==> src/rtl/rvfi_order_gen_if.sv <==
// Retire-side and RVFI-side signal bundle for rvfi_order_gen.
// master drives retirements (core side); slave is the order generator.
interface rvfi_order_gen_if #(
    parameter int unsigned NRET    = 1,
    parameter int unsigned XLEN    = 32,
    parameter int unsigned ORDER_W = 64
);
    logic [NRET-1:0]         ret_valid;
    logic [32*NRET-1:0]      ret_insn;
    logic [XLEN*NRET-1:0]    ret_pc;
    logic [NRET-1:0]         ret_trap;
    logic [NRET-1:0]         ret_halt;
    logic                    trap_taken;

    logic [NRET-1:0]         rvfi_valid;
    logic [ORDER_W*NRET-1:0] rvfi_order;
    logic [32*NRET-1:0]      rvfi_insn;
    logic [XLEN*NRET-1:0]    rvfi_pc_rdata;
    logic [NRET-1:0]         rvfi_trap;
    logic [NRET-1:0]         rvfi_intr;
    logic [NRET-1:0]         rvfi_halt;
    logic                    halted;

    modport master (
        output ret_valid, ret_insn, ret_pc, ret_trap, ret_halt, trap_taken,
        input  rvfi_valid, rvfi_order, rvfi_insn, rvfi_pc_rdata,
               rvfi_trap, rvfi_intr, rvfi_halt, halted
    );

    modport slave (
        input  ret_valid, ret_insn, ret_pc, ret_trap, ret_halt, trap_taken,
        output rvfi_valid, rvfi_order, rvfi_insn, rvfi_pc_rdata,
               rvfi_trap, rvfi_intr, rvfi_halt, halted
    );
endinterface

==> src/rtl/rvfi_order_gen.sv <==
// RVFI producer: registers per-lane retirements and assigns consecutive rvfi_order values.
// Define RVFI_ORDER_COMPACT_EN to pack valid retirements onto channels 0..k-1.
module rvfi_order_gen #(
    parameter int unsigned NRET    = 1,
    parameter int unsigned XLEN    = 32,
    parameter int unsigned ORDER_W = 64
) (
    input  logic             clock,
    input  logic             reset,
    rvfi_order_gen_if.slave  bus
);
    typedef enum logic {
        RUN,
        HALTED
    } state_e;

    state_e                  state_q, state_d;
    logic [ORDER_W-1:0]      order_q, order_d;
    logic                    intr_pend_q, intr_pend_d;
    logic                    halted_q;

    logic [NRET-1:0]         valid_q, valid_d;
    logic [ORDER_W*NRET-1:0] ord_q, ord_d;
    logic [32*NRET-1:0]      insn_q, insn_d;
    logic [XLEN*NRET-1:0]    pc_q, pc_d;
    logic [NRET-1:0]         trap_q, trap_d;
    logic [NRET-1:0]         intr_q, intr_d;
    logic [NRET-1:0]         halt_q, halt_d;

    logic [NRET-1:0]         eff_valid;
    logic                    stop;
    int unsigned             cnt;
    int unsigned             ch;

    always_comb begin
        // Lanes above a halting lane (and everything once halted) never retire.
        eff_valid = '0;
        stop      = (state_q == HALTED);
        for (int unsigned i = 0; i < NRET; i++) begin
            if (bus.ret_valid[i] && !stop) begin
                eff_valid[i] = 1'b1;
                stop         = bus.ret_halt[i];
            end
        end

        valid_d = '0;
        ord_d   = '0;
        intr_d  = '0;
        insn_d  = insn_q;
        pc_d    = pc_q;
        trap_d  = trap_q;
        halt_d  = halt_q;
        cnt     = 0;
        ch      = 0;
        for (int unsigned i = 0; i < NRET; i++) begin
            if (eff_valid[i]) begin
`ifdef RVFI_ORDER_COMPACT_EN
                ch = cnt;
`else
                ch = i;
`endif
                valid_d[ch]                  = 1'b1;
                ord_d[ch*ORDER_W +: ORDER_W] = order_q + ORDER_W'(cnt);
                insn_d[ch*32 +: 32]          = bus.ret_insn[i*32 +: 32];
                pc_d[ch*XLEN +: XLEN]        = bus.ret_pc[i*XLEN +: XLEN];
                trap_d[ch]                   = bus.ret_trap[i];
                halt_d[ch]                   = bus.ret_halt[i];
                intr_d[ch]                   = intr_pend_q && (cnt == 0);
                cnt                          = cnt + 1;
            end
        end
        order_d = order_q + ORDER_W'(cnt);

        // A pending flag is consumed by the first retirement; a trap in that same
        // cycle is not re-armed, matching "one flag per pending trap".
        if (intr_pend_q) begin
            intr_pend_d = (cnt == 0);
        end else begin
            intr_pend_d = bus.trap_taken;
        end

        state_d = state_q;
        if ((eff_valid & bus.ret_halt) != '0) begin
            state_d = HALTED;
        end
    end

    always_ff @(posedge clock) begin
        if (reset) begin
            state_q     <= RUN;
            order_q     <= '0;
            intr_pend_q <= 1'b0;
            halted_q    <= 1'b0;
            valid_q     <= '0;
            ord_q       <= '0;
            insn_q      <= '0;
            pc_q        <= '0;
            trap_q      <= '0;
            intr_q      <= '0;
            halt_q      <= '0;
        end else begin
            state_q     <= state_d;
            order_q     <= order_d;
            intr_pend_q <= intr_pend_d;
            halted_q    <= (state_q == HALTED);
            valid_q     <= valid_d;
            ord_q       <= ord_d;
            insn_q      <= insn_d;
            pc_q        <= pc_d;
            trap_q      <= trap_d;
            intr_q      <= intr_d;
            halt_q      <= halt_d;
        end
    end

    assign bus.rvfi_valid    = valid_q;
    assign bus.rvfi_order    = ord_q;
    assign bus.rvfi_insn     = insn_q;
    assign bus.rvfi_pc_rdata = pc_q;
    assign bus.rvfi_trap     = trap_q;
    assign bus.rvfi_intr     = intr_q;
    assign bus.rvfi_halt     = halt_q;
    assign bus.halted        = halted_q;
endmodule

==> src/flat_wrapper.sv <==
// flat-port wrapper written by rule: the top's interface ports become plain ports
module rvfi_order_gen_flat 
#(
    parameter int unsigned NRET    = 1,
    parameter int unsigned XLEN    = 32,
    parameter int unsigned ORDER_W = 64
)
  (clock, reset, bus_ret_valid, bus_ret_insn, bus_ret_pc, bus_ret_trap, bus_ret_halt, bus_trap_taken, bus_rvfi_valid, bus_rvfi_order, bus_rvfi_insn, bus_rvfi_pc_rdata, bus_rvfi_trap, bus_rvfi_intr, bus_rvfi_halt, bus_halted);
  rvfi_order_gen_if #(.NRET(NRET), .XLEN(XLEN), .ORDER_W(ORDER_W)) bus_i ();
  input  logic clock;
  input  logic reset;
  input wire logic [$bits(bus_i.ret_valid)-1:0] bus_ret_valid;
  input wire logic [$bits(bus_i.ret_insn)-1:0] bus_ret_insn;
  input wire logic [$bits(bus_i.ret_pc)-1:0] bus_ret_pc;
  input wire logic [$bits(bus_i.ret_trap)-1:0] bus_ret_trap;
  input wire logic [$bits(bus_i.ret_halt)-1:0] bus_ret_halt;
  input wire logic [$bits(bus_i.trap_taken)-1:0] bus_trap_taken;
  output wire logic [$bits(bus_i.rvfi_valid)-1:0] bus_rvfi_valid;
  output wire logic [$bits(bus_i.rvfi_order)-1:0] bus_rvfi_order;
  output wire logic [$bits(bus_i.rvfi_insn)-1:0] bus_rvfi_insn;
  output wire logic [$bits(bus_i.rvfi_pc_rdata)-1:0] bus_rvfi_pc_rdata;
  output wire logic [$bits(bus_i.rvfi_trap)-1:0] bus_rvfi_trap;
  output wire logic [$bits(bus_i.rvfi_intr)-1:0] bus_rvfi_intr;
  output wire logic [$bits(bus_i.rvfi_halt)-1:0] bus_rvfi_halt;
  output wire logic [$bits(bus_i.halted)-1:0] bus_halted;
  assign bus_i.ret_valid = bus_ret_valid;
  assign bus_i.ret_insn = bus_ret_insn;
  assign bus_i.ret_pc = bus_ret_pc;
  assign bus_i.ret_trap = bus_ret_trap;
  assign bus_i.ret_halt = bus_ret_halt;
  assign bus_i.trap_taken = bus_trap_taken;
  assign bus_rvfi_valid = bus_i.rvfi_valid;
  assign bus_rvfi_order = bus_i.rvfi_order;
  assign bus_rvfi_insn = bus_i.rvfi_insn;
  assign bus_rvfi_pc_rdata = bus_i.rvfi_pc_rdata;
  assign bus_rvfi_trap = bus_i.rvfi_trap;
  assign bus_rvfi_intr = bus_i.rvfi_intr;
  assign bus_rvfi_halt = bus_i.rvfi_halt;
  assign bus_halted = bus_i.halted;
  rvfi_order_gen #(.NRET(NRET), .XLEN(XLEN), .ORDER_W(ORDER_W)) u_core (.clock(clock), .reset(reset), .bus(bus_i));
endmodule
==> config.mk <==
export PLATFORM = sky130hd
export DESIGN_NAME = rvfi_order_gen_flat
export DESIGN_NICKNAME = d
export VERILOG_FILES = /design/src/rtl/rvfi_order_gen_if.sv /design/src/rtl/rvfi_order_gen.sv /design/src/flat_wrapper.sv
export SDC_FILE = /design/constraint.sdc
export NUM_CORES = 1
export LEC_CHECK = 0
export CORE_ASPECT_RATIO = 1.2
export CORE_UTILIZATION = 39
export CTS_CLUSTER_DIAMETER = 50
export DETAILED_ROUTE_END_ITERATION = 10
export GPL_ROUTABILITY_DRIVEN = 0
export PLACE_DENSITY = 0.71
export SYNTH_ARGS = -nofsm -noshare
export SYNTH_HDL_FRONTEND = slang
export SYNTH_SLANG_ARGS = --single-unit
export TNS_END_PERCENT = 10
==> constraint.sdc <==
create_clock -name clock -period 7.6 [get_ports clock]
set_input_delay 1.52 -clock clock [delete_from_list [all_inputs] [get_ports clock]]
set_output_delay 1.52 -clock clock [all_outputs]
set_load 0.02 [all_outputs]
==> results by group, run 1 <==
Worst hold path
  – Hold Path Class: reg -> reg

Drt
  – Post-DRT Antenna Nets: 0
  – Wirelength, routed: 16.9 mm
  – Iteration count of the initial detailed-routing pass: 10
  – DRC violations left: 4
  – Initial DRC count: 439
  – Vias/cell: 4.95
  – Vias: 5994
  – Routed length per instance: roughly 14 um

Clocking
  – Post-CTS Setup Bufs: 0
  – Total CTS buffers: 17
  – Worst-Skew Late Latency: about 0.43 ns
  – CTS Hold Bufs: 0
  – H-tree level count: 4
  – CTS Buffer Depth: 2
  – Clock root buffer: clkbuf_16
  – Worst-path clk slew: approximately 0.070 ns
  – PostCTS Resize Cnt: 0
  – CTS tree: built
  – Clock sink total: between 150 and 200

Status
  – Violated checks: design-rule violations
  – Status: finished with violations

GRT
  – First-pass GRT wire length: about 28 mm
  – Initial antenna violation count: 0
  – Largest net degree at the start of global routing: 79
  – Tot GR Track Use: 18.6%
  – Vias in the first global route: 5761
  – Grt ovf: 0

Power and ir drop
  – Leakage: 0.00348 uW
  – VDD IR max: about 0.13 mV
  – Switching share of power: 23.0%
  – Clock power share: 41.6%
  – Combinational share of power: 8.4%
  – Net Sw Power: 497 uW
  – Int Power: ~1700 uW
  – Cell Pwr Density: between 200 and 250 nW/um2
  – Reg power frac: 50.0%

Placed design
  – Port bufs: 202
  – Post-detail-place hpwl: 11.5 mm

Logic synthesis
  – Dominant synthesized flop cell: dfxtp_1
  – Seq cells post-synth: 199
  – Sequential share of the synthesized area: 56.1%
  – Avg Cell Area, Syn: 8.94 um2
  – Post-Synthesis Cell Area: roughly 7000 um2
  – Yosys cell types: 39
  – EDFF count, synth: 0
  – Synth warnings: 0
  – Cell count after synthesis: around 790
  – Syn_nets: 866
  – Post-synthesis async set-or-reset flop share: 0%

Finish
  – N_diodes: 0
  – Area Growth Syn to Fin: 38.8%
  – Highest-count cells in the layout ignoring fill and taps: clkdlybuf4s50_1 (201), dfxtp_1 (199), nand2_1 (151)
  – Final net count: roughly 1100
  – Final Core Density: approximately 56%
  – Commonest non-fill, non-tap cell in the layout: clkdlybuf4s50_1
  – Layout cells sized above 1: 4.95%

Worst setup path
  – CP Buf/Inv Count: 2
  – Crit path top cell by count: ha_1
  – Startpoint Class: input pin
  – Crit-path leading delay family: simple AND/OR/NAND/NOR gates
  – CP Cell Sequence: clkdlybuf4s50_1 > nand2b_2 > inv_2 > ha_1 > ha_1 > nand4_1 > nor4_2 > nand3_2 > or4_1 > a21oi_1
  – CP max FO: 13
  – Critical Path Slowest Stage Cell: nor4_2
  – Max incr delay on CP: around 0.60 ns
  – CP arrival: 4.41 ns
  – Setup crit end kind: flip-flop
  – CP required: 7.94 ns
  – CP Class: in -> reg

Floorplan
  – Row cnt: 53
  – Die area: approximately 19000 um2
  – I/O pin total: 203
  – Height of the die: 150 um
  – Starting Density: around two fifths
  – Die span in x: between 100 and 150 um
  – Total core area: approximately 18000 um2

STA
  – Final Hold Viols: 0
  – Fmax: 246 MHz
  – Final Max Slew Viols: 0
  – Setup violation total in the final timing report: 0
  – Final Cycle Share: 53.5%
  – Min Tclk post-route: 4.06 ns
  – Final TNS setup: 0 ns
  – Relative max-transition margin: a little over two fifths
  – Slew of the pin with the lowest slew margin: 0.853 ns
  – Setup Skew: 0.00862 ns
  – RSZ-0062 raised after global routing: false

Flow run
  – Max Cap Viol: 0
-- state kept, by name, indices dropped and copies added (netlist names) --
signal	flops
u_core.intr_pend_q	1
u_core.bus.rvfi_intr	1
u_core.bus.rvfi_valid	1
u_core.bus.halted	1
u_core.bus.rvfi_trap	1
u_core.bus.rvfi_pc_rdata	32
u_core.order_q	64
u_core.bus.rvfi_insn	32
u_core.bus.rvfi_order	64
u_core.bus.rvfi_halt	1
u_core.state_q	1
-- power groups by stage --
stage	Combinational, uW	Clock (uW)	Sequential (uW)
after global placement	184	0	1100
after CTS	185	923	1080
final	183	900	1080
after detailed placement	185	0	1100
after floorplan	58.4	0	1130
after global routing	199	970	1080
-- metal layers --
metal  up-vias  track usage [%]  part of all wire (%)
li1       3039                -                     -
met1      2758             21.2                    41
met2       185             30.9                    49
met3        12             8.15                   8.8
met4         0             6.46                   1.1
met5         -                0                     0
-- per-stage QoR --
stage                     hold WS, ns  worst slack [ns]  total power [uW]  instance area (um2)  instances
after global placement          0.440              3.14              1290                 9260       1179
after CTS                       0.456              3.54              2190                 9850       1210
final                           0.452              3.54              2160                 9850       1210
after global routing            0.471              3.36              2250                 9850       1210
after detailed placement        0.446              3.11              1290                 9260       1179
after floorplan                 0.428              3.65              1190                 7100        794
-- tightest hold or removal path, delay by kind of cell, from the launching register on --
family             cells  cell delay [ns]
AOI/OAI and AO/OA      1             0.05
DFF                    1             0.31
and+or+nand+nor        1             0.05
-- synth_stat cells (4+ instances only) --
cell | instances | share of area (%)
a21oi_1 | 93 | 6.6
and2_1 | 55 | 4.8
and3_1 | 4 | 0.35
buf_1 | 6 | 0.32
clkbuf_1 | 31 | 1.6
dfxtp_1 | 199 | 56
inv_1 | 11 | 0.58
nand2_1 | 151 | 8.0
nand3_1 | 31 | 2.2
nand4_1 | 25 | 2.2
nor2_1 | 46 | 2.4
nor2b_1 | 6 | 0.53
nor3_1 | 18 | 1.3
nor4_1 | 5 | 0.44
o21ai_0 | 17 | 1.2
o31ai_1 | 10 | 1.1
or3_1 | 17 | 1.5
or4_1 | 13 | 1.4
xnor2_1 | 14 | 1.7
xor2_1 | 19 | 2.3
-- final cells by class --
class | count | area [um2]
Clock buffer | 21 | 470
Clock inverter | 10 | 120
Timing Repair Buffer | 206 | 2050
Fill cell | 1631 | 7780
Sequential cell | 199 | 3980
Tap cell | 220 | 275
Inverter | 12 | 45.0
Multi-Input combinational cell | 542 | 2910
-- cell families (layout without fill, tap and decap cells) --
logic type | after synthesis | after routing | synth area share (%)
xor gates and xnor gates | 33 | 33 | 4.07
and+or+nand+nor | 382 | 382 | 27.1
DFF | 199 | 199 | 56.1
adders and majority gates | 2 | 2 | 0.352
AOI/OAI and AO/OA | 124 | 124 | 9.27
buffers and inverters | 53 | 249 | 2.98
muxes | 1 | 1 | 0.159
-- path summary, 6_finish.rpt --
| check | from | end | slack, ns | cells after the start |
|---|---|---|---|---|
| setup reg to reg | u_core.state_q$_SDFFE_PP0P_ | u_core.order_q[48]$_SDFF_PP0_ | 4.69 | 9 |
| hold / removal | u_core.bus.rvfi_pc_rdata[19]$_SDFFE_PP0N_ | u_core.bus.rvfi_pc_rdata[19]$_SDFFE_PP0N_ | 0.45 | 2 |
| hold reg to reg | u_core.bus.rvfi_pc_rdata[19]$_SDFFE_PP0N_ | u_core.bus.rvfi_pc_rdata[19]$_SDFFE_PP0N_ | 0.45 | 2 |
| setup / recovery | bus_ret_valid | u_core.order_q[48]$_SDFF_PP0_ | 3.54 | 10 |
Power figures use the tool's default switching activity.
==> run 2: changes to the inputs <==
==> constraint.sdc (replaced) <==
create_clock -name clock -period 4.08 [get_ports clock]
set_input_delay 0.816 -clock clock [delete_from_list [all_inputs] [get_ports clock]]
set_output_delay 0.816 -clock clock [all_outputs]
set_load 0.02 [all_outputs]
==> run 2 against run 1 <==
Compared with the run above: the run still ends with design-rule violations left; core utilization rose by 0.28 points; non-clock buffer count rose by 2; clock skew rose by 0.00093 ns; cell count rose by 0.25%; sequential power rose by 86%; first-iteration DRC count fell by 2.7%; sequential share of layout area fell by 0.20 points; critical endpoint is now u_core.order_q[63]$_SDFF_PP0_; largest cell class unchanged; highest routed layer unchanged.
==> results by group, run 2 (synthesis results as in run 1) <==
Finish
  – Area Growth Syn to Fin: 39.5%
  – Filler cell count: 1620
  – N_diodes: 0
  – Commonest non-fill, non-tap cell in the layout: clkdlybuf4s50_1
  – Layout cells sized above 1: under 10%
  – Final net count: around 1100
  – Highest-count cells in the layout ignoring fill and taps: clkdlybuf4s50_1 (201), dfxtp_1 (199), nand2_1 (151)

Drt
  – Wirelength, routed: 17.0 mm
  – DRC violations left: 14
  – Post-DRT Antenna Nets: 0
  – Routed length per instance: about 14 um
  – Iteration count of the initial detailed-routing pass: 10
  – Initial DRC count: 427
  – Vias/cell: 4.94
  – Vias: 5997

Worst setup path
  – CP max FO: 8
  – CP arrival: 3.45 ns
  – Worst r2r src: u_core.state_q$_SDFFE_PP0P_
  – CP Class: in -> reg
  – R2R cell count: 8
  – FF-to-FF End: u_core.order_q[63]$_SDFF_PP0_
  – Worst Setup EP: u_core.order_q[63]$_SDFF_PP0_
  – Setup crit end kind: flip-flop
  – CP required: 4.41 ns
  – Setup crit start: bus_ret_valid
  – Startpoint Class: input pin
  – Reg2Reg Setup Slack: 1.41 ns

Power and ir drop
  – Overall Power: 4120 uW
  – VDD IR max: 0.249 mV
  – Leakage: roughly 0.0035 uW
  – Cell Pwr Density: 416 nW/um2

STA
  – Final Cycle Share: 76.4%
  – Final TNS setup: 0 ns
  – Relative max-transition margin: 38.3%
  – Final Hold Viols: 0
  – Slew of the pin with the lowest slew margin: 0.924 ns
  – RSZ-0062 raised after global routing: false
  – Final Max Slew Viols: 0
  – Min Tclk post-route: around 3.1 ns
  – Setup violation total in the final timing report: 0
  – Fmax: 321 MHz
  – Hold_ws: 0.453 ns
  – Setup Skew: between 0.009 and 0.01 ns

Placed design
  – Port bufs: 202
  – Post-detail-place hpwl: 11.6 mm

Clocking
  – CTS Hold Bufs: 0
  – CTS tree: built
  – CTS Buffer Depth: 2
  – Worst-Skew Late Latency: roughly 0.43 ns
  – Clock root buffer: clkbuf_16
  – Post-CTS Setup Bufs: 0
  – H-tree level count: 4
  – Total CTS buffers: 17
  – Clock sink total: 199
  – PostCTS Resize Cnt: 0
  – Worst-path clk slew: 0.07 ns

Floorplan
  – Starting Density: 40.3%
  – Row cnt: 53
  – Die span in x: 125 um
  – Total core area: 17600 um2
  – Die area: 18800 um2
  – Height of the die: about 150 um
  – I/O pin total: 203

GRT
  – Largest net degree at the start of global routing: 78
  – Grt ovf: 0
  – First-pass GRT wire length: 27.9 mm
  – Vias in the first global route: a little under 6000
  – Initial antenna violation count: 0
  – Tot GR Track Use: 18.7%

Status
  – Violated checks: design-rule violations
  – Status: finished with violations

Worst hold path
  – Hold Path Class: reg -> reg
  – Hold Path Origin: u_core.bus.rvfi_insn[19]$_SDFFE_PP0N_

Flow run
  – Max Cap Viol: 0
[run 2: layout make-up]
cell class	count	area, um2	share of cell area (%)
Sequential cell	199	3980	40.2
Multi-Input combinational cell	542	2910	29.4
Timing Repair Buffer	208	2060	20.8
Clock buffer	20	457	4.61
Tap cell	220	275	2.78
Clock inverter	12	168	1.69
Inverter	12	45.0	0.455
[run 2: critical path, cell delays in order]
cell and delay, ns:
clkdlybuf4s50_1 0.48, nand2b_2 0.09, inv_2 0.06, ha_1 0.19
nand4_1 0.27, nor4_2 0.48, nand4_1 0.42, nor3_1 0.29
mux2_2 0.36
[run 2: worst min path at each step]
stage | depth (start not counted) | end
global route | 2 | u_core.bus.rvfi_pc_rdata[6]$_SDFFE_PP0N_
floorplan | 1 | u_core.intr_pend_q$_SDFF_PP0_
finish | 2 | u_core.bus.rvfi_insn[19]$_SDFFE_PP0N_
detailed placement | 2 | u_core.bus.rvfi_pc_rdata[3]$_SDFFE_PP0N_
global placement | 2 | u_core.bus.rvfi_insn[16]$_SDFFE_PP0N_
CTS | 2 | u_core.bus.rvfi_pc_rdata[3]$_SDFFE_PP0N_
[run 2: layer usage]
| layer | vias up | track usage (%) | share of wire [%] |
|---|---|---|---|
| li1 | 3044 | - | - |
| met1 | 2743 | 21.3 | 42 |
| met2 | 191 | 31.6 | 48 |
| met3 | 19 | 7.90 | 8.7 |
| met4 | 0 | 6.04 | 1.4 |
| met5 | - | 0 | 0 |
[run 2: per-stage QoR]
stage / utilization (%) / cells / setup WS, ns / cell area, um2
3_5_place_dp: 52.6 / 1181 / 0.515 / 9280
5_1_grt: 56.1 / 1213 / 0.760 / 9900
4_1_cts: 56.1 / 1213 / 0.964 / 9900
3_3_place_gp: 52.6 / 1181 / 0.618 / 9280
6_report: 56.1 / 1213 / 0.962 / 9900
2_1_floorplan: - / 794 / 0.832 / 7100
[run 2: report_power, final]
group          switching [uW]  internal [uW]  total [uW]
Clock                     754           1010        1760
Combinational             180            161         341
Sequential               23.4           1990        2010
Total                     957           3160        4120
==> RTL edit (settings of run 1) <==
Reset style: asynchronous (`reset`), changed in one clocked block.
--- a/src/rtl/rvfi_order_gen.sv
+++ b/src/rtl/rvfi_order_gen.sv
@@ -86,5 +86,5 @@
     end
 
-    always_ff @(posedge clock) begin
+    always_ff @(posedge clock or posedge reset) begin
         if (reset) begin
             state_q     <= RUN;
Check against the original RTL: differs if reset is asserted again (counterexample within 4 cycles, from zero or initial values and one cycle with reset high); with reset held inactive, the same outputs for 10 cycles.
==> RTL edit against run 1 <==
Clock skew barely moved; synthesized area rose by 7.6%; sequential cell count did not move; synthesized cell count fell by 13%; routed wire length rose by 2.1%; fmax fell by 8.8%; sequential share of layout area rose by 7.1 points; setup slack got worse by 0.39 ns; non-clock buffer count fell by 1; cell area rose by 6.4%; critical endpoint is now u_core.order_q[46]; highest routed layer unchanged.
Power is not compared: it rests on default switching activity, and its combinational part moved more than twofold at a synthesized area within 25%.
==> RTL edit: results (changes against run 1) <==
metric	value	unit	change
ir_worst_vdd	0.147	mV	
yosys-top-cells-area	dfrtp_1 65%, nand2_1 11%, and2_1 4.9%		
avgSynthCellArea	11.1	sq um	+24%
io_buffers	202		unchanged
critPathSlowestCell	nor3_4		
fin_cells	1158		-4.3%
post-cts-setup-buffers	0		unchanged
vias	5390		-10%
grt_pass1_wl	26.9	mm	-3.2%
cts_max_level	4		unchanged
clock-root-buffer	clkbuf_16		
numPlacedInstances	1126		-4.5%
synthTopCellsByCount	214 x nand2_1, 199 x dfrtp_1, 60 x and2_1		
critPathMaxStageDelay	0.70	ns	+0.10 ns
cp_top_family	simple AND/OR/NAND/NOR gates		
postCtsResizedCells	0		unchanged
synth_ff_type	dfrtp_1		
post-place-ws	2.71	ns	-0.396 ns
outcome	complete, no violations		
synth_compound_area_share	0.0983	%	-9.2 points
fin_skew	0.00893	ns	+0.000314 ns
finalNetCount	961		-8.5%
ys_warn_count	0		unchanged
fillCellCount	1622		-0.55%
drt-total-wl	17.3	mm	+2.1%
antenna_found_initial	0		unchanged
dr.pass1.iters	6		-4
netlist-cell-type-count	35		-10%
cts_inserted_buffers	17		unchanged
drt_iter0_markers	202		-54%
worstMarginPinSlew	1.18	ns	+0.329 ns
path_max_fanout	72		+59
grt_max_degree	148		+87%
ys_seq_area_share	65.2	%	+9.1 points
mappedNetlistNets	763		-12%
yosys.area_share.adder	0.328	%	-0.025 points
cp.required	7.91	ns	-0.03 ns
grt_usage	17.5	%	-1.1 points
first_global_vias	5317		-7.7%
synthArstFlopShare	100	%	+100 points
dp_hpwl	11.6	mm	+1.2%
yosys-mux-area-fraction	0	%	-0.16 points
drive_gt1_share	6.10	%	+1.2 points
synth_xor_area_share	7.21	%	+3.1 points
p_leak	5.02	nW	
## RTL edit: area by class of cell
cell class                 count  share of cell area [%]
sequential                   199                    47.5
antenna                        1                  0.0239
clock inverter                12                    1.36
tap                          256                    3.05
timing repair buffer         205                    19.5
inverter                       8                   0.370
multi-input combinational    458                    24.0
clock buffer                  19                    4.22
## RTL edit: where the power goes
group          internal (mW)  total (mW)  leakage, nW  switching, mW
sequential              1.15        1.20         2.66         0.0477
combinational          0.199       0.410         2.08          0.211
clock                  0.498       0.890        0.279          0.392
## RTL edit: final timing paths
path	slack (ns)	startpoint	cells past startpoint	endpoint
min in group asynchronous	1.72	reset	2	u_core.bus.rvfi_valid
setup / recovery	3.15	bus_ret_valid	11	u_core.order_q[46]
hold reg to reg	0.40	u_core.state_q	0	u_core.bus.halted
hold / removal	0.40	u_core.state_q	0	u_core.bus.halted
setup reg to reg	4.24	u_core.state_q	10	u_core.order_q[46]
max in group asynchronous	4.58	reset	3	u_core.order_q[52]
## RTL edit: cell families after synthesis
kind of cell / Yosys count
buffers and inverters: 34
DFF: 199
and+or+nand+nor: 393
AOI/OAI and AO/OA: 1
xor gates and xnor gates: 62
adders and majority gates: 2
## RTL edit: layer usage
layer / track usage [%] / wire length, um / up-vias
met4: 5.81 / 253 / 0
li1: - / - / 2597
met1: 21.4 / 7420 / 2607
met2: 29.2 / 8150 / 167
met3: 5.43 / 1450 / 19
met5: 0 / 0 / -
## RTL edit: per-stage QoR
stage	utilization, %	hold slack [ns]	instance area, sq um
after global placement	52.1	0.382	9900
after floorplan	-	0.368	7640
after global routing	55.2	0.419	10500
after detailed placement	52.1	0.393	9900
after CTS	55.2	0.401	10500
final	55.2	0.397	10500
